File: src/rtl/csi2_stat_sched_if.sv
// rtl/csi2_stat_sched_if.sv - shadow register read port and snapshot handshake of csi2_stat_sched
interface csi2_stat_sched_if;
  logic        rd_en_i;
  logic [2:0]  rd_addr_i;
  logic [31:0] rd_data_o;
  logic        rd_valid_o;
  logic        snap_valid_o;
  logic        snap_ack_i;
  logic        snap_ovf_o;

  // scheduler side
  modport slave (
    input  rd_en_i, rd_addr_i, snap_ack_i,
    output rd_data_o, rd_valid_o, snap_valid_o, snap_ovf_o
  );

  // software / consumer side
  modport master (
    output rd_en_i, rd_addr_i, snap_ack_i,
    input  rd_data_o, rd_valid_o, snap_valid_o, snap_ovf_o
  );
endinterface

File: src/rtl/csi2_stat_sched.sv
// rtl/csi2_stat_sched.sv - frame-window statistics scheduler with shadow snapshot registers
module csi2_stat_sched #(
  parameter int WIN_W = 16
) (
  input  logic               clk_i,
  input  logic               srst_i,
  input  logic               enable_i,
  input  logic [WIN_W-1:0]   window_frames_i,
  input  logic               sof_i,
  input  logic               manual_snap_i,
  input  logic [31:0]        header_err_cnt_i,
  input  logic [31:0]        corr_header_err_cnt_i,
  input  logic [31:0]        crc_err_cnt_i,
  input  logic [31:0]        max_ln_per_frame_i,
  input  logic [31:0]        min_ln_per_frame_i,
  input  logic [31:0]        max_px_per_ln_i,
  input  logic [31:0]        min_px_per_ln_i,
  output logic               clear_stat_o,
  csi2_stat_sched_if.slave   bus
);

  typedef enum logic [1:0] {IDLE, SYNC, COUNT, SNAP} state_e;

  state_e           state_q, state_d;
  logic [WIN_W-1:0] frame_cnt_q, frame_cnt_d;
  logic             capture_en_q, capture_en_d;
  logic             clear_q;
  logic [31:0]      snap_cnt_q;
  logic [31:0]      shadow_q [7];
  logic [31:0]      stat_in [7];
  logic [WIN_W:0]   win_eff;
  logic [WIN_W:0]   frame_next;
  logic             window_done;
  logic             capture;
  logic             snap_valid_q;
  logic             snap_ovf_q;
  logic             rd_valid_q;
  logic [31:0]      rd_data_q;
  logic [31:0]      rd_mux;

  assign stat_in[0] = header_err_cnt_i;
  assign stat_in[1] = corr_header_err_cnt_i;
  assign stat_in[2] = crc_err_cnt_i;
  assign stat_in[3] = max_ln_per_frame_i;
  assign stat_in[4] = min_ln_per_frame_i;
  assign stat_in[5] = max_px_per_ln_i;
  assign stat_in[6] = min_px_per_ln_i;

  // One extra bit keeps the compare exact even when the window is the full counter range.
  assign win_eff     = (window_frames_i == '0) ? (WIN_W+1)'(1) : {1'b0, window_frames_i};
  assign frame_next  = {1'b0, frame_cnt_q} + (WIN_W+1)'(1);
  assign window_done = sof_i && (frame_next >= win_eff);

  // The SYNC-entered SNAP only clears; an IDLE manual snap captures without any clear.
  assign capture = ((state_q == SNAP) && capture_en_q) ||
                   ((state_q == IDLE) && manual_snap_i);

  // Next-state, frame counting and capture qualification.
  always_comb begin
    state_d      = state_q;
    frame_cnt_d  = frame_cnt_q;
    capture_en_d = capture_en_q;
    case (state_q)
      IDLE: begin
        frame_cnt_d = '0;
        if (enable_i) state_d = SYNC;
      end
      SYNC: begin
        frame_cnt_d = '0;
        if (sof_i) begin
          state_d      = SNAP;
          capture_en_d = 1'b0;
        end
      end
      COUNT: begin
        if (sof_i) frame_cnt_d = frame_next[WIN_W-1:0];
        if (window_done || manual_snap_i) begin
          state_d      = SNAP;
          capture_en_d = 1'b1;
        end
      end
      SNAP: begin
        frame_cnt_d = '0;
        state_d     = COUNT;
      end
      default: state_d = IDLE;
    endcase
    if (!enable_i) state_d = IDLE;
  end

  // State register; clear is registered from the next state so it tracks SNAP exactly.
  always_ff @(posedge clk_i or posedge srst_i) begin
    if (srst_i) begin
      state_q      <= IDLE;
      frame_cnt_q  <= '0;
      capture_en_q <= 1'b0;
      clear_q      <= 1'b0;
    end else begin
      state_q      <= state_d;
      frame_cnt_q  <= frame_cnt_d;
      capture_en_q <= capture_en_d;
      clear_q      <= (state_d == SNAP);
    end
  end

  // Shadow registers take the pre-clear accumulator values at the end of the SNAP cycle.
  always_ff @(posedge clk_i or posedge srst_i) begin
    if (srst_i) begin
      for (int i = 0; i < 7; i++) begin
        shadow_q[i] <= (i == 4 || i == 6) ? 32'hFFFF_FFFF : 32'h0;
      end
      snap_cnt_q <= 32'h0;
    end else if (capture) begin
      for (int i = 0; i < 7; i++) begin
        shadow_q[i] <= stat_in[i];
      end
      snap_cnt_q <= snap_cnt_q + 32'd1;
    end
  end

  // Snapshot valid/overflow; a capture wins over a coincident ack.
  always_ff @(posedge clk_i or posedge srst_i) begin
    if (srst_i) begin
      snap_valid_q <= 1'b0;
      snap_ovf_q   <= 1'b0;
    end else begin
      if (capture)             snap_valid_q <= 1'b1;
      else if (bus.snap_ack_i) snap_valid_q <= 1'b0;

      if (capture && snap_valid_q && !bus.snap_ack_i) snap_ovf_q <= 1'b1;
      else if (bus.snap_ack_i)                        snap_ovf_q <= 1'b0;
    end
  end

  // Read address decode over the shadow bank and the snapshot counter.
  always_comb begin
    rd_mux = snap_cnt_q;
    case (bus.rd_addr_i)
      3'd0:    rd_mux = shadow_q[0];
      3'd1:    rd_mux = shadow_q[1];
      3'd2:    rd_mux = shadow_q[2];
      3'd3:    rd_mux = shadow_q[3];
      3'd4:    rd_mux = shadow_q[4];
      3'd5:    rd_mux = shadow_q[5];
      3'd6:    rd_mux = shadow_q[6];
      default: rd_mux = snap_cnt_q;
    endcase
  end

  // Registered read port; data holds between reads.
  always_ff @(posedge clk_i or posedge srst_i) begin
    if (srst_i) begin
      rd_valid_q <= 1'b0;
      rd_data_q  <= 32'h0;
    end else begin
      rd_valid_q <= bus.rd_en_i;
      if (bus.rd_en_i) rd_data_q <= rd_mux;
    end
  end

  assign clear_stat_o     = clear_q;
  assign bus.rd_data_o    = rd_data_q;
  assign bus.rd_valid_o   = rd_valid_q;
  assign bus.snap_valid_o = snap_valid_q;
  assign bus.snap_ovf_o   = snap_ovf_q;

endmodule
File: src/flat_wrapper.sv
// flat-port wrapper written by rule: the top's interface ports become plain ports
module csi2_stat_sched_flat 
#(
  parameter int WIN_W = 16
)
  (clk_i, srst_i, enable_i, window_frames_i, sof_i, manual_snap_i, header_err_cnt_i, corr_header_err_cnt_i, crc_err_cnt_i, max_ln_per_frame_i, min_ln_per_frame_i, max_px_per_ln_i, min_px_per_ln_i, clear_stat_o, bus_rd_en_i, bus_rd_addr_i, bus_snap_ack_i, bus_rd_data_o, bus_rd_valid_o, bus_snap_valid_o, bus_snap_ovf_o);
  csi2_stat_sched_if bus_i ();
  input  logic clk_i;
  input  logic srst_i;
  input  logic enable_i;
  input  logic [WIN_W-1:0] window_frames_i;
  input  logic sof_i;
  input  logic manual_snap_i;
  input  logic [31:0] header_err_cnt_i;
  input  logic [31:0] corr_header_err_cnt_i;
  input  logic [31:0] crc_err_cnt_i;
  input  logic [31:0] max_ln_per_frame_i;
  input  logic [31:0] min_ln_per_frame_i;
  input  logic [31:0] max_px_per_ln_i;
  input  logic [31:0] min_px_per_ln_i;
  output logic clear_stat_o;
  input wire logic [$bits(bus_i.rd_en_i)-1:0] bus_rd_en_i;
  input wire logic [$bits(bus_i.rd_addr_i)-1:0] bus_rd_addr_i;
  input wire logic [$bits(bus_i.snap_ack_i)-1:0] bus_snap_ack_i;
  output wire logic [$bits(bus_i.rd_data_o)-1:0] bus_rd_data_o;
  output wire logic [$bits(bus_i.rd_valid_o)-1:0] bus_rd_valid_o;
  output wire logic [$bits(bus_i.snap_valid_o)-1:0] bus_snap_valid_o;
  output wire logic [$bits(bus_i.snap_ovf_o)-1:0] bus_snap_ovf_o;
  assign bus_i.rd_en_i = bus_rd_en_i;
  assign bus_i.rd_addr_i = bus_rd_addr_i;
  assign bus_i.snap_ack_i = bus_snap_ack_i;
  assign bus_rd_data_o = bus_i.rd_data_o;
  assign bus_rd_valid_o = bus_i.rd_valid_o;
  assign bus_snap_valid_o = bus_i.snap_valid_o;
  assign bus_snap_ovf_o = bus_i.snap_ovf_o;
  csi2_stat_sched #(.WIN_W(WIN_W)) u_core (.clk_i(clk_i), .srst_i(srst_i), .enable_i(enable_i), .window_frames_i(window_frames_i), .sof_i(sof_i), .manual_snap_i(manual_snap_i), .header_err_cnt_i(header_err_cnt_i), .corr_header_err_cnt_i(corr_header_err_cnt_i), .crc_err_cnt_i(crc_err_cnt_i), .max_ln_per_frame_i(max_ln_per_frame_i), .min_ln_per_frame_i(min_ln_per_frame_i), .max_px_per_ln_i(max_px_per_ln_i), .min_px_per_ln_i(min_px_per_ln_i), .clear_stat_o(clear_stat_o), .bus(bus_i));
endmodule
File: config.mk
export PLATFORM = sky130hd
export DESIGN_NAME = csi2_stat_sched_flat
export DESIGN_NICKNAME = d
export VERILOG_FILES = /design/src/rtl/csi2_stat_sched_if.sv /design/src/rtl/csi2_stat_sched.sv /design/src/flat_wrapper.sv
export SDC_FILE = /design/constraint.sdc
export NUM_CORES = 1
export LEC_CHECK = 0
export CAP_MARGIN = 40
export CORE_MARGIN = 5
export CORE_UTILIZATION = 48
export CTS_BUF_LIST = sky130_fd_sc_hd__clkbuf_4
export CTS_CLUSTER_SIZE = 12
export DETAILED_ROUTE_END_ITERATION = 12
export PLACE_DENSITY = 0.74
export SYNTH_ARGS = -nofsm -noshare
export SYNTH_HDL_FRONTEND = slang
export SYNTH_SLANG_ARGS = --single-unit
File: constraint.sdc
create_clock -name clk_i -period 23.8 [get_ports clk_i]
set_input_delay 4.76 -clock clk_i [delete_from_list [all_inputs] [get_ports clk_i]]
set_output_delay 4.76 -clock clk_i [all_outputs]
set_load 0.02 [all_outputs]
# [Yosys cells after proc, flatten, opt, wreduce, memory -nomap -nowiden]
# Cells that the tools add are included.
[word_totals] wordCells=62 out_inout_bits=36 input_bits=250 regBits=311
[op_classes] muxes=14 n_addsub=2 magnitude_cmp=1 eq_ne=13 n_reduce_logical=16
[op_table] op="$pmux W32 S7" n=1
[op_table] op="$add A32 B1 Y32 const B" n=1
[op_table] op="$mux W16" n=2
[op_table] op="$pmux W16 S2" n=1
[op_table] op="$add A16 B1 Y17 const B" n=1
[op_table] op="$ge A17 B17 Y1" n=1
[op_table] op="$logic_not A16 Y1" n=1
[op_table] op="$eq A3 B3 Y1 const B" n=3
[op_table] op="$pmux W2 S4" n=1
[op_table] op="$eq A2 B2 Y1 const B" n=3
[op_table] op="$eq A3 B2 Y1 const B" n=2
[op_table] op="$mux W2" n=3
[op_table] op="$reduce_bool A2 Y1" n=3
[op_table] op="$logic_and A1 B1 Y1" n=5
[op_table] op="$mux W1" n=5
[op_table] op="$ne A2 B2 Y1 const B" n=2
[op_table] op="$eq A3 B1 Y1 const B" n=1
[op_table] op="$logic_not A3 Y1" n=1
[op_table] op="$reduce_and A3 Y1" n=1
[op_table] op="$reduce_or A3 Y1" n=1
[op_table] op="$eq A2 B1 Y1 const B" n=1
[op_table] op="$logic_not A2 Y1" n=1
[op_table] op="$logic_or A1 B1 Y1" n=2
[op_table] op="$ne A2 B1 Y1 const B" n=1
[op_table] op="other kinds (2)" n=2

# [Depth between registers and ports, before layout]
# Gate-level depths: netlist of run 1.
[logic_depth] ltp_word=9 mapped_depth=12 depth_no_buf=12

# [Least setup slack after synthesis of run 1]
# Ideal clock, no wire load.
[synth_path] path_kind="input to register" start="input port window_frames_i[9]" end="register u_core.clear_q (netlist: u_core.clear_stat_o)" stages=8 n_path_buf=0 arrival_ns=6.016 path_slack_ns=17.652 setup_ns=0.132 required_time_ns=23.668 path_cell_list="nor4_1 -> a41o_1 -> ha_1 -> inv_1 -> a21oi_1 -> o311ai_0 -> and3_1 -> o32ai_1"
[synth_via] elab_chain_cells=9
[synth_lines] element="from (decl)" line="flat_wrapper.sv:11" text="input logic [WIN_W-1:0] window_frames_i;"
[synth_lines] element="$logic_not A16 Y1" line="csi2_stat_sched.sv:50" text="assign win_eff = (window_frames_i == '0) ? (WIN_W+1)'(1) : {1'b0, window_frames_i};"
[synth_lines] element="$mux W16 (*)" line="csi2_stat_sched.sv:50"
[synth_lines] element="$ge A17 B17 Y1 (*)" line="csi2_stat_sched.sv:52" text="assign window_done = sof_i && (frame_next >= win_eff);"
[synth_lines] element="$logic_and A1 B1 Y1 (*)" line="csi2_stat_sched.sv:52"
[synth_lines] element="$logic_or A1 B1 Y1 (*)" line="csi2_stat_sched.sv:77" text="if (window_done || manual_snap_i) begin"
[synth_lines] element="$mux W2 (*)" line="csi2_stat_sched.sv:77"
[synth_lines] element="$pmux W2 S4 (*)" line="csi2_stat_sched.sv:63" text="case (state_q)"
[synth_lines] element="$mux W2 (*)" line="csi2_stat_sched.sv:88" text="if (!enable_i) state_d = IDLE;"
[synth_lines] element="$eq A2 B2 Y1 (*)" line="csi2_stat_sched.sv:102" text="clear_q <= (state_d == SNAP);"
[synth_lines] element="to (signal assigned)" line="csi2_stat_sched.sv:102"
[synth_lines] element="to (decl)" line="csi2_stat_sched.sv:27" text="logic clear_q;"
# Every way passes the cells marked *; elsewhere a longest branch is shown, timed or not.
# A chain may end at the register's enable or synchronous reset.

# [Worst setup path in the final report of run 1]
[layout_path] start="input port bus_rd_addr_i[0]" end="register u_core.rd_data_q[29] (netlist: u_core.bus.rd_data_o[29])"
[layout_via] elab_chain_cells=2 elab_cells_between_ends=8 cone_classes="eq/ne: 6; mux: 1; reduce/logical: 1"
[layout_lines] element="from (decl)" line="flat_wrapper.sv:23" text="input wire logic [$bits(bus_i.rd_addr_i)-1:0] bus_rd_addr_i;"
[layout_lines] element="$eq A3 B3 Y1 (tied with other cells)" line="csi2_stat_sched.sv:138" text="case (bus.rd_addr_i)"
[layout_lines] element="$pmux W32 S7 (*)" line="csi2_stat_sched.sv:138"
[layout_lines] element="to (signal assigned)" line="csi2_stat_sched.sv:157" text="if (bus.rd_en_i) rd_data_q <= rd_mux;"
[layout_lines] element="to (decl)" line="csi2_stat_sched.sv:38" text="logic [31:0] rd_data_q;"
# Marks and branches as above.

==> PnR_summary.wiki, run 1 <==
{| class="wikitable"
! Metric !! Value
|-
| Run status || finished clean
|-
| Synthesized net count || 1934
|-
| Post-route clock period utilization || 28.6%
|-
| Number of antenna-violating nets in the routed design || 0
|-
| NetSw || 464 uW
|-
| Pre-CTS WS || 16340 ps
|-
| Hpwl dp || 30.7 mm
|-
| Final period demand of the worst path || 6820 ps
|-
| Post-CTS repair timing setup buffer count || 0
|-
| Cells after DPL || 2263
|-
| Deepest clock path buffer count || 3
|-
| Class of the worst hold path || reg -> reg
|-
| Core utilization of the finished layout || 62.2%
|-
| Final setup vio count || 0
|-
| Share of async-settable or async-resettable flops after synthesis || 100%
|-
| Post-cts gate resize count || 0
|-
| Synthesized area per cell || 8.86 um^2
|-
| Total power divided by cell area || 80.1 mW/mm^2
|-
| Aggregate negative setup slack || 0 ps
|-
| Hold Path Stages || 2
|-
| Nature of the critical path endpoint || flop
|-
| Global route total overflow || 0
|-
| Flip-flop and latch count after synthesis || 311
|-
| Overall track demand over capacity in global routing || 25.1%
|-
| Die height || 185 um
|-
| Count of maximum capacitance violations || 0
|-
| Fmax achieved || 147 MHz
|-
| Initial standard-cell utilization of the core || 48.4%
|-
| Clock-pin slew reported for the worst setup and hold paths after clock tree synthesis || 60 ps
|-
| Multi-input logic area || 0.00628 mm^2
|-
| Clock Power Share || 32.1%
|-
| First-pass iteration count of the detailed router || 5
|-
| Combinational cell fraction of total power || 20.4%
|-
| Antenna violations before repair || 3
|-
| Worst-Skew Late Latency || 720 ps
|-
| Fraction of final layout cells sized beyond drive strength 1 || 13.3%
|-
| Core area || 0.0305 mm^2
|-
| Vias in the first global route || 12700
|-
| Largest net degree at the start of global routing || 171
|-
| Area growth from synthesis to layout || 28.6%
|-
| Leakage power summed over all cells || 0.00926 uW
|-
| Cell area after synthesis || 0.0148 mm^2
|-
| Number of hold-repair buffers added at the cts stage || 0
|-
| Netlist cell types || 56
|-
| Starting DRT DRC Count || 935
|-
| Routed length on met3 || 3.23 mm
|-
| Clock tree from TritonCTS || built
|-
| Inserted Clock Buffers || 84
|-
| CTS Sinks || 311
|-
| Peak supply drop || 0.0421 mV
|-
| Storage element area || 0.00786 mm^2
|-
| Via density || 5.25
|-
| Number of enable-type register cells in the synthesized netlist || 0
|-
| Setup WS post-layout || 16980 ps
|-
| Internal || 1060 uW
|-
| Wire length of the first global-routing pass || 67.9 mm
|-
| Routed wirelength normalized by instance count || 17.9 um
|-
| Routed metal-1 wirelength || 19.1 mm
|-
| Drt total wl || 43.3 mm
|-
| Num rows || 64
|-
| Worst slew slack as a fraction of its limit || 38.4%
|-
| Number of fill cells || 2621
|-
| Count of H-tree levels built during CTS || 3
|-
| Yosys synthesis warning count || 0
|-
| Setup CP Type || in -> reg
|-
| Vias || 12700
|-
| Fin nets || 2221
|-
| Die area || 0.0344 mm^2
|-
| Post-route non-filler standard cell count || 2419
|-
| Post-synth top flop || sky130_fd_sc_hd__dfrtp_1
|-
| Worst-path fanout max || 51
|-
| Slew of the pin with the lowest slew margin || 924 ps
|-
| Switch share || 30.5%
|-
| Worst-case clock skew || 50.0 ps
|-
| Sequential-to-total area share from yosys stat || 53.3%
|-
| Pins Over Slew Limit || 0
|-
| # IOs || 286
|-
| Die Width || 185 um
|-
| Crit path required time || 24340 ps
|-
| Worst-case reg-to-reg path depth || 12
|-
| Setup repair after global routing missed its margin || no
|-
| Arrival time of data at the critical path endpoint || 7350 ps
|-
| Startpoint type of the worst setup path || input pin
|-
| Synthesized instance count || 1666
|-
| Met2 layer wire length in the routed design || 19.6 mm
|-
| Proportion of power drawn by flip-flops and latches || 47.5%
|-
| Total power || 1520 uW
|-
| Final weighted congestion in routability-driven placement || 0.880
|-
| Number of port buffers || 285
|-
| Root buffer cell || sky130_fd_sc_hd__clkbuf_4
|-
| Uppermost signal routing layer after detailed routing || met4
|-
| DRC viols || 0
|-
| Count of final hold-check violations || 0
|}
sequential cells by signal, indices dropped and copies added, names as in the netlist:
name and flops:
u_core.bus.rd_data_o 32, u_core.bus.rd_valid_o 1, u_core.bus.snap_ovf_o 1, u_core.bus.snap_valid_o 1, u_core.capture_en_q 1, u_core.clear_stat_o 1
u_core.frame_cnt_q 16, u_core.shadow_q 224, u_core.snap_cnt_q 32, u_core.state_q 2
power by group through the flow:
stage               clock (uW)  sequential (uW)  combinational (uW)
finish                     488              722                 311
global route               532              734                 348
CTS                        500              721                 313
detailed placement           0              730                 312
global placement             0              725                 303
floorplan                    0              722                 175
cells in the final DEF (no fill, tap or decap), types with 10 or more instances in the layout:
master and instances:
sky130_fd_sc_hd__and3_1 10, sky130_fd_sc_hd__xor2_1 31, sky130_fd_sc_hd__o221ai_1 24, sky130_fd_sc_hd__ha_1 18
sky130_fd_sc_hd__nor2_1 55, sky130_fd_sc_hd__xnor2_1 28, sky130_fd_sc_hd__o21ai_0 61, sky130_fd_sc_hd__o22ai_1 18
sky130_fd_sc_hd__nand3_1 31, sky130_fd_sc_hd__clkbuf_4 139, sky130_fd_sc_hd__clkdlybuf4s50_1 281, sky130_fd_sc_hd__dfrtp_1 247
sky130_fd_sc_hd__dfstp_2 64, sky130_fd_sc_hd__mux2i_1 39, sky130_fd_sc_hd__o211ai_1 19, sky130_fd_sc_hd__mux2_2 12
sky130_fd_sc_hd__nand2_1 720, sky130_fd_sc_hd__buf_4 11, sky130_fd_sc_hd__a21oi_1 24, sky130_fd_sc_hd__inv_1 54
kinds of logic after synthesis:
logic type	share of synthesized area, %
compound gates	8.61
simple gates	24.1
flops	53.3
mux	4.78
buf+inv	4.25
fa+ha+maj	1.53
xor+xnor	3.50
critical path, cell delays in order:
cell and delay [ps]:
sky130_fd_sc_hd__buf_2 460, sky130_fd_sc_hd__buf_4 630, sky130_fd_sc_hd__nand3_1 570, sky130_fd_sc_hd__buf_4 430, sky130_fd_sc_hd__o221ai_1 300, sky130_fd_sc_hd__o21ai_0 130
through the flow:
stage | hold WS [ps] | cell area (um^2)
after floorplan | 431 | 14800
after global placement | 441 | 17800
after detailed placement | 441 | 17900
after CTS | 450 | 19000
after global routing | 462 | 19000
final | 450 | 19000
final timing paths:
kind,startpoint,to,slack [ps]
worst max-delay path,bus_rd_addr_i[0],u_core.bus.rd_data_o[29],16980
worst min-delay path,u_core.shadow_q[28],u_core.shadow_q[28],450
worst max register to register,u_core.frame_cnt_q[0],u_core.state_q[0],20460
worst min register to register,u_core.shadow_q[28],u_core.shadow_q[28],450
max in group asynchronous,srst_i,u_core.shadow_q[170],18150
min in group asynchronous,srst_i,u_core.bus.rd_data_o[22],4450
synthesized netlist by cell type (4+ instances only):
master | instances | area share, %
sky130_fd_sc_hd__xnor2_1 | 28 | 1.7
sky130_fd_sc_hd__buf_1 | 8 | 0.20
sky130_fd_sc_hd__mux4_2 | 8 | 1.2
sky130_fd_sc_hd__dfstp_2 | 64 | 11
sky130_fd_sc_hd__inv_1 | 55 | 1.4
sky130_fd_sc_hd__o21ai_0 | 61 | 2.1
sky130_fd_sc_hd__a211oi_1 | 4 | 0.20
sky130_fd_sc_hd__a21oi_1 | 24 | 0.81
sky130_fd_sc_hd__nor4_1 | 5 | 0.21
sky130_fd_sc_hd__xor2_1 | 31 | 1.8
sky130_fd_sc_hd__a22oi_1 | 5 | 0.25
sky130_fd_sc_hd__and4_1 | 5 | 0.30
sky130_fd_sc_hd__o22ai_1 | 18 | 0.76
sky130_fd_sc_hd__o211ai_1 | 19 | 0.97
sky130_fd_sc_hd__clkbuf_1 | 52 | 1.3
sky130_fd_sc_hd__a21o_1 | 9 | 0.46
sky130_fd_sc_hd__nand3_1 | 31 | 1.1
sky130_fd_sc_hd__dfrtp_1 | 247 | 42
sky130_fd_sc_hd__mux2i_1 | 39 | 2.6
sky130_fd_sc_hd__nand2b_1 | 8 | 0.34
sky130_fd_sc_hd__nor2b_1 | 7 | 0.30
sky130_fd_sc_hd__or2_2 | 9 | 0.38
sky130_fd_sc_hd__o221ai_1 | 24 | 1.4
sky130_fd_sc_hd__o21a_1 | 4 | 0.20
sky130_fd_sc_hd__mux2_2 | 12 | 0.92
sky130_fd_sc_hd__and3_1 | 10 | 0.42
sky130_fd_sc_hd__nand2_1 | 720 | 18
sky130_fd_sc_hd__nor2_1 | 56 | 1.4
sky130_fd_sc_hd__a22o_1 | 5 | 0.30
sky130_fd_sc_hd__buf_2 | 37 | 1.3
sky130_fd_sc_hd__ha_1 | 18 | 1.5
sky130_fd_sc_hd__nand4_1 | 7 | 0.30
routing by layer:
layer,track usage [%],vias to the layer above
met4,9.45,0
met3,5.93,93
met1,35.9,6050
li1,-,6062
met2,37.4,491
met5,0,-
area by class of cell:
type                    count  area share [%]
well taps                 396            2.61
clock inverters            14           0.363
clock buffers             139            5.50
repair buffers            299            15.8
inverters                  55            1.13
multi-input cells        1202            33.1
diodes                      3          0.0396
flip-flops and latches    311            41.4
Note: power is estimated with default switching activity, not from simulation.
==> inputs of run 2 (changes only) <==
Clock period 23.8 ns to 6.4 ns, I/O delays scaled along.
==> run 2 against run 1 <==
Effect of this change:
- register-to-register slack got worse by 17000 ps
- first-iteration DRC count is 11% higher
- total power rose to 3.6 times the previous value
==> PnR_summary.wiki, run 2 (synthesis results as in run 1) <==
{| class="wikitable"
! Metric !! Value
|-
| Deepest clock path buffer count || 3 (unchanged)
|-
| Clock tree from TritonCTS || built (unchanged)
|-
| Class of the worst hold path || reg -> reg (unchanged)
|-
| Fraction of final layout cells sized beyond drive strength 1 || 12.7% (was 13.3%)
|-
| Nature of the critical path endpoint || flop (unchanged)
|-
| Wire length of the first global-routing pass || 68.1 mm (was 67.9 mm)
|-
| Number of antenna-violating nets in the routed design || 0 (unchanged)
|-
| Fmax achieved || 318 MHz
|-
| Most frequent cells in the layout || sky130_fd_sc_hd__nand2_1, sky130_fd_sc_hd__clkdlybuf4s50_1, sky130_fd_sc_hd__dfrtp_1 (unchanged)
|-
| Core area || 0.0305 mm^2 (unchanged)
|-
| Proportion of power drawn by flip-flops and latches || 48.6% (was 47.5%)
|-
| NetSw || 1730 uW (was 464 uW)
|-
| Startpoint type of the worst setup path || flop (was input pin)
|-
| Global route total overflow || 0 (unchanged)
|-
| Leakage power summed over all cells || 0.00919 uW (was 0.00926 uW)
|-
| First-pass iteration count of the detailed router || 7 (was 5)
|-
| Storage element area || 0.00786 mm^2 (unchanged)
|-
| Clock Power Share || 30.5% (was 32.1%)
|-
| Largest net degree at the start of global routing || 228 (was 171)
|-
| Via density || 5.27 (was 5.25)
|-
| Cells after DPL || 2265 (was 2263)
|-
| Antenna violations before repair || 6 (was 3)
|-
| Post-route clock period utilization || 49.1%
|-
| Inserted Clock Buffers || 82 (was 84)
|-
| Switch share || 31.3% (was 30.5%)
|-
| Aggregate negative setup slack || 0 ps (unchanged)
|-
| Final period demand of the worst path || 3150 ps
|-
| Hpwl dp || 31.0 mm (was 30.7 mm)
|-
| DRC viols || 0 (unchanged)
|-
| CTS Sinks || 311 (unchanged)
|-
| Final-layout worst hold slack || 451 ps (was 450 ps)
|-
| Setup repair after global routing missed its margin || no (unchanged)
|-
| Pins Over Slew Limit || 0 (unchanged)
|-
| Initial standard-cell utilization of the core || 48.4% (unchanged)
|-
| Drt total wl || 43.9 mm (was 43.3 mm)
|-
| Combinational cell fraction of total power || 20.9% (was 20.4%)
|-
| Slew of the pin with the lowest slew margin || 1120 ps (was 924 ps)
|-
| Post-cts gate resize count || 0 (unchanged)
|-
| Clock-pin slew reported for the worst setup and hold paths after clock tree synthesis || 60 ps (about the same)
|-
| Number of flip-flops under the largest register name || 224 (unchanged)
|-
| Total power divided by cell area || 293 mW/mm^2 (was 80.1 mW/mm^2)
|-
| Worst-path fanout max || 5 (was 51)
|-
| Num rows || 64 (unchanged)
|-
| Routed wirelength normalized by instance count || 18.2 um (was 17.9 um)
|-
| Setup CP Type || reg -> reg (was in -> reg)
|-
| Number of hold-repair buffers added at the cts stage || 0 (unchanged)
|-
| Multi-input logic area || 0.00628 mm^2 (unchanged)
|-
| Starting DRT DRC Count || 1037 (was 935)
|-
| Final weighted congestion in routability-driven placement || 0.903 (was 0.880)
|-
| Count of final hold-check violations || 0 (unchanged)
|-
| Final setup vio count || 0 (unchanged)
|-
| Root buffer cell || sky130_fd_sc_hd__clkbuf_4 (unchanged)
|-
| Number of fill cells || 2662 (was 2621)
|-
| Internal || 3800 uW (was 1060 uW)
|-
| Vias || 12700 (about the same)
|-
| Crit path required time || 6950 ps (was 24340 ps)
|-
| Peak supply drop || 0.142 mV (was 0.0421 mV)
|-
| Post-route non-filler standard cell count || 2414 (was 2419)
|-
| Overall track demand over capacity in global routing || 25.2% (was 25.1%)
|-
| Arrival time of data at the critical path endpoint || 3690 ps (was 7350 ps)
|-
| Die height || 185 um (unchanged)
|-
| Number of port buffers || 285 (unchanged)
|-
| Post-CTS repair timing setup buffer count || 0 (unchanged)
|-
| Worst slew slack as a fraction of its limit || 25.2% (was 38.4%)
|-
| Most common library cell in the layout ignoring fill and taps || sky130_fd_sc_hd__nand2_1 (unchanged)
|-
| Count of H-tree levels built during CTS || 3 (unchanged)
|-
| Most flop-heavy register || u_core.shadow_q (unchanged)
|-
| Run status || finished clean (unchanged)
|-
| # IOs || 286 (unchanged)
|-
| Vias in the first global route || 12600 (was 12700)
|-
| Fin nets || 2221 (unchanged)
|-
| Worst-case clock skew || 32.3 ps (was 50.0 ps)
|-
| Count of maximum capacitance violations || 0 (unchanged)
|-
| Die area || 0.0344 mm^2 (unchanged)
|-
| Area growth from synthesis to layout || 27.8% (was 28.6%)
|-
| Worst-Skew Late Latency || 700 ps (was 720 ps)
|-
| Die Width || 185 um (unchanged)
|}
==> run 2: critical path, stage by stage, from the launching register on <==
cell and delay [ps]:
sky130_fd_sc_hd__dfrtp_1 450, sky130_fd_sc_hd__ha_1 260, sky130_fd_sc_hd__nand3_1 140, sky130_fd_sc_hd__nor2_1 250, sky130_fd_sc_hd__nand3_1 210, sky130_fd_sc_hd__nor2_1 190, sky130_fd_sc_hd__xor2_1 100, sky130_fd_sc_hd__ha_1 300
sky130_fd_sc_hd__nand2_1 70, sky130_fd_sc_hd__nor4_1 310, sky130_fd_sc_hd__o311ai_0 180, sky130_fd_sc_hd__and3_1 230, sky130_fd_sc_hd__o31ai_1 320
==> run 2: path summary, 6_finish.rpt <==
| path | from | to | slack, ps | depth (start not counted) |
|---|---|---|---|---|
| min | u_core.shadow_q[64] | u_core.shadow_q[64] | 450 | 2 |
| max | u_core.frame_cnt_q[0] | u_core.state_q[0] | 3250 | 12 |
| min reg2reg | u_core.shadow_q[64] | u_core.shadow_q[64] | 450 | 2 |
| max reg2reg | u_core.frame_cnt_q[0] | u_core.state_q[0] | 3250 | 12 |
| min in group asynchronous | srst_i | u_core.shadow_q[149] | 1010 | 2 |
| max in group asynchronous | srst_i | u_core.shadow_q[33] | 4210 | 3 |
==> run 2: final cells by class <==
class	instances	area share [%]
sequential	311	41.7
multi-input combinational	1202	33.3
timing repair buffer	301	15.9
clock buffer	118	4.70
tap	396	2.63
inverter	55	1.11
clock inverter	27	0.643
antenna	4	0.0531
==> run 2: routing by layer <==
layer | track usage, % | vias to the layer above | share of wire (%)
li1 | - | 6070 | -
met1 | 36.1 | 6018 | 44
met2 | 37.8 | 532 | 45
met3 | 6.56 | 86 | 8.6
met4 | 8.54 | 6 | 2.8
met5 | 0 | - | 0.087
==> run 2: power groups by stage <==
| stage | Sequential, uW | Clock (uW) | Combinational (uW) |
|---|---|---|---|
| 2_1_floorplan | 2690 | 0 | 650 |
| 3_3_place_gp | 2700 | 0 | 1130 |
| 3_5_place_dp | 2720 | 0 | 1160 |
| 4_1_cts | 2680 | 1720 | 1160 |
| 5_1_grt | 2730 | 1810 | 1290 |
| 6_report | 2690 | 1690 | 1160 |
==> run 2: through the flow <==
step	power, uW	cell area (um^2)	util [%]	worst slack [ps]
after floorplan	3340	14800	-	1030
after global placement	3830	17800	58.5	2700
after detailed placement	3870	17800	58.5	2680
after CTS	5570	18900	61.8	3270
after global routing	5840	18900	61.8	2930
final	5540	18900	61.8	3250
==> inputs of run 3 (changes only) <==
Clock period 6.4 ns to 2.95 ns, I/O delays scaled along.
==> run 3 against run 2 <==
Effect of this change:
- clock skew increased by 7.9 ps
- via count increased by 0.98%
- total power increased by 130%
- sequential cell count unchanged
- critical endpoint is now u_core.capture_en_q
- die area unchanged
- largest cell class unchanged
==> PnR_summary.wiki, run 3 (synthesis results as in run 1) <==
{| class="wikitable"
! Metric !! Value
|-
| Hpwl dp || 32.6 mm (was 31.0 mm)
|-
| Die area || 0.0344 mm^2 (unchanged)
|-
| Peak supply drop || 0.309 mV (was 0.142 mV)
|-
| First-pass iteration count of the detailed router || 5 (was 7)
|-
| Final weighted congestion in routability-driven placement || 0.891 (was 0.903)
|-
| Number of fill cells || 2534 (was 2662)
|-
| Worst slew slack as a fraction of its limit || 55.8% (was 25.2%)
|-
| Fmax achieved || 366 MHz (was 318 MHz)
|-
| Pre-CTS WS || 94.5 ps (was 2680 ps)
|-
| Combinational cell fraction of total power || 21.1% (was 20.9%)
|-
| Count of maximum capacitance violations || 0 (unchanged)
|-
| Flop-to-flop setup slack || 220 ps (was 3250 ps)
|-
| Die Width || 185 um (unchanged)
|-
| Setup WS post-layout || 216 ps (was 3250 ps)
|-
| Initial standard-cell utilization of the core || 48.4% (unchanged)
|-
| Total power divided by cell area || 640 mW/mm^2 (was 293 mW/mm^2)
|-
| Setup repair after global routing missed its margin || no (unchanged)
|-
| Clock-pin slew reported for the worst setup and hold paths after clock tree synthesis || 70 ps (was 60 ps)
|-
| Count of H-tree levels built during CTS || 3 (unchanged)
|-
| Clock Power Share || 32.2% (was 30.5%)
|-
| Root buffer cell || sky130_fd_sc_hd__clkbuf_4 (unchanged)
|-
| Number of port buffers || 285 (unchanged)
|-
| Crit path buf inv count || 0 (unchanged)
|-
| Startpoint type of the worst setup path || flop (unchanged)
|-
| Vias in the first global route || 13100 (was 12600)
|-
| # IOs || 286 (unchanged)
|-
| Peak per-stage delay on the critical path || 410 ps (was 450 ps)
|-
| Worst-Skew Late Latency || 700 ps (about the same)
|-
| Proportion of power drawn by flip-flops and latches || 46.6% (was 48.6%)
|-
| Routed wirelength normalized by instance count || 17.9 um (was 18.2 um)
|-
| Vias || 12800 (was 12700)
|-
| Inserted Clock Buffers || 81 (was 82)
|-
| Overall track demand over capacity in global routing || 25.6% (was 25.2%)
|-
| Crit path required time || 3500 ps (was 6950 ps)
|-
| Global route total overflow || 0 (unchanged)
|-
| Area growth from synthesis to layout || 32.0% (was 27.8%)
|-
| Number of flip-flops under the largest register name || 224 (unchanged)
|-
| Most common library cell in the layout ignoring fill and taps || sky130_fd_sc_hd__nand2_1 (unchanged)
|-
| Leakage power summed over all cells || 0.00952 uW (was 0.00919 uW)
|-
| Largest net degree at the start of global routing || 90 (was 228)
|-
| Setup CP Type || reg -> reg (unchanged)
|-
| CTS Sinks || 311 (unchanged)
|-
| Total power || 12500 uW (was 5540 uW)
|-
| DRC viols || 0 (unchanged)
|-
| Number of antenna-violating nets in the routed design || 0 (unchanged)
|-
| Wire length of the first global-routing pass || 69.3 mm (was 68.1 mm)
|-
| Internal || 8710 uW (was 3800 uW)
|-
| Starting DRT DRC Count || 1079 (was 1037)
|-
| Library cell contributing the largest single delay on the critical path || sky130_fd_sc_hd__dfrtp_2 (was sky130_fd_sc_hd__dfrtp_1)
|-
| Final setup vio count || 0 (unchanged)
|-
| Cell family with the largest share of critical-path delay || simple AND/OR/NAND/NOR gates (unchanged)
|-
| Most flop-heavy register || u_core.shadow_q (unchanged)
|-
| NetSw || 3760 uW (was 1730 uW)
|-
| Post-route clock period utilization || 92.7% (was 49.1%)
|-
| Arrival time of data at the critical path endpoint || 3290 ps (was 3690 ps)
|-
| Clock tree from TritonCTS || built (unchanged)
|-
| Die height || 185 um (unchanged)
|-
| Worst-case clock skew || 40.2 ps (was 32.3 ps)
|-
| Run status || finished clean (unchanged)
|-
| Drt total wl || 43.9 mm (about the same)
|-
| Slew of the pin with the lowest slew margin || 662 ps (was 1120 ps)
|-
| Pins Over Slew Limit || 0 (unchanged)
|-
| Core utilization of the finished layout || 63.9% (was 61.8%)
|-
| Multi-input logic area || 0.00630 mm^2 (was 0.00628 mm^2)
|-
| Storage element area || 0.00786 mm^2 (about the same)
|-
| Number of cells on the critical path || 12 (unchanged)
|-
| Aggregate negative setup slack || 0 ps (unchanged)
|-
| Via density || 5.23 (was 5.27)
|-
| Final-layout worst hold slack || 209 ps (was 451 ps)
|-
| Final period demand of the worst path || 2730 ps (was 3150 ps)
|-
| Antenna violations before repair || 3 (was 6)
|-
| Class of the worst hold path || in -> async (was reg -> reg)
|-
| Fin nets || 2261 (was 2221)
|-
| Num rows || 64 (unchanged)
|-
| Most frequent cells in the layout || sky130_fd_sc_hd__nand2_1, sky130_fd_sc_hd__clkdlybuf4s50_1, sky130_fd_sc_hd__dfrtp_1 (unchanged)
|-
| Critical path, cell by cell || ha_1, nand3_1, nor2_2, nand3_2, nor2_1, xor2_1, ha_1, a21o_1, a21o_1, a222oi_1, and3_1, o21ai_0 (was ha_1, nand3_1, nor2_1, nand3_1, nor2_1, xor2_1, ha_1, nand2_1, nor4_1, o311ai_0, and3_1, o31ai_1)
|-
| Deepest clock path buffer count || 3 (unchanged)
|-
| Switch share || 30.2% (was 31.3%)
|-
| Worst-case reg-to-reg path depth || 12 (unchanged)
|-
| Nature of the critical path endpoint || flop (unchanged)
|-
| Count of final hold-check violations || 0 (unchanged)
|-
| Fraction of final layout cells sized beyond drive strength 1 || 14.9% (was 12.7%)
|-
| Core area || 0.0305 mm^2 (unchanged)
|-
| Worst-path fanout max || 5 (unchanged)
|}
==> run 3: final cells by class <==
type	instances	share of cell area [%]
clock buffers	127	4.89
clock inverters	20	0.822
flip-flops and latches	311	40.4
well taps	396	2.54
diodes	3	0.0385
multi-input cells	1202	32.3
inverters	55	1.08
repair buffers	342	18.0
==> run 3: per-stage QoR <==
step / area (um^2) / instances
after CTS: 19500 / 2452
after global placement: 18300 / 2305
after global routing: 19500 / 2456
after detailed placement: 18300 / 2305
after floorplan: 14800 / 1666
final: 19500 / 2456
==> run 3: power groups by stage <==
stage,logic [uW],registers (uW),clock network [uW]
global route,2940,5910,4370
detailed placement,2630,5870,0
finish,2640,5820,4020
CTS,2650,5800,4110
floorplan,1410,5830,0
global placement,2570,5830,0
==> run 3: timing repair <==
action                                  4_1_cts  5_1_grt
resized for setup                             0        4
endpoints found under the hold margin         0        0
endpoints found under the setup margin        0        3
buffers inserted                              0        1
hold buffers                                  0        0
==> run 3: path summary, 6_finish.rpt <==
check	start	to
max in group asynchronous	srst_i	u_core.shadow_q[0]
max	u_core.frame_cnt_q[0]	u_core.capture_en_q
min reg2reg	u_core.shadow_q[81]	u_core.shadow_q[81]
min in group clk_i	min_px_per_ln_i[21]	u_core.shadow_q[21]
min	srst_i	u_core.bus.rd_data_o[23]
max reg2reg	u_core.frame_cnt_q[0]	u_core.capture_en_q
==> run 3: per-layer routing <==
layer	up-vias	part of all wire, %	track usage [%]
met1	6147	44	36.0
met4	0	2.4	8.60
met2	479	46	39.8
met3	68	7.4	5.54
met5	-	0	0
li1	6143	-	-
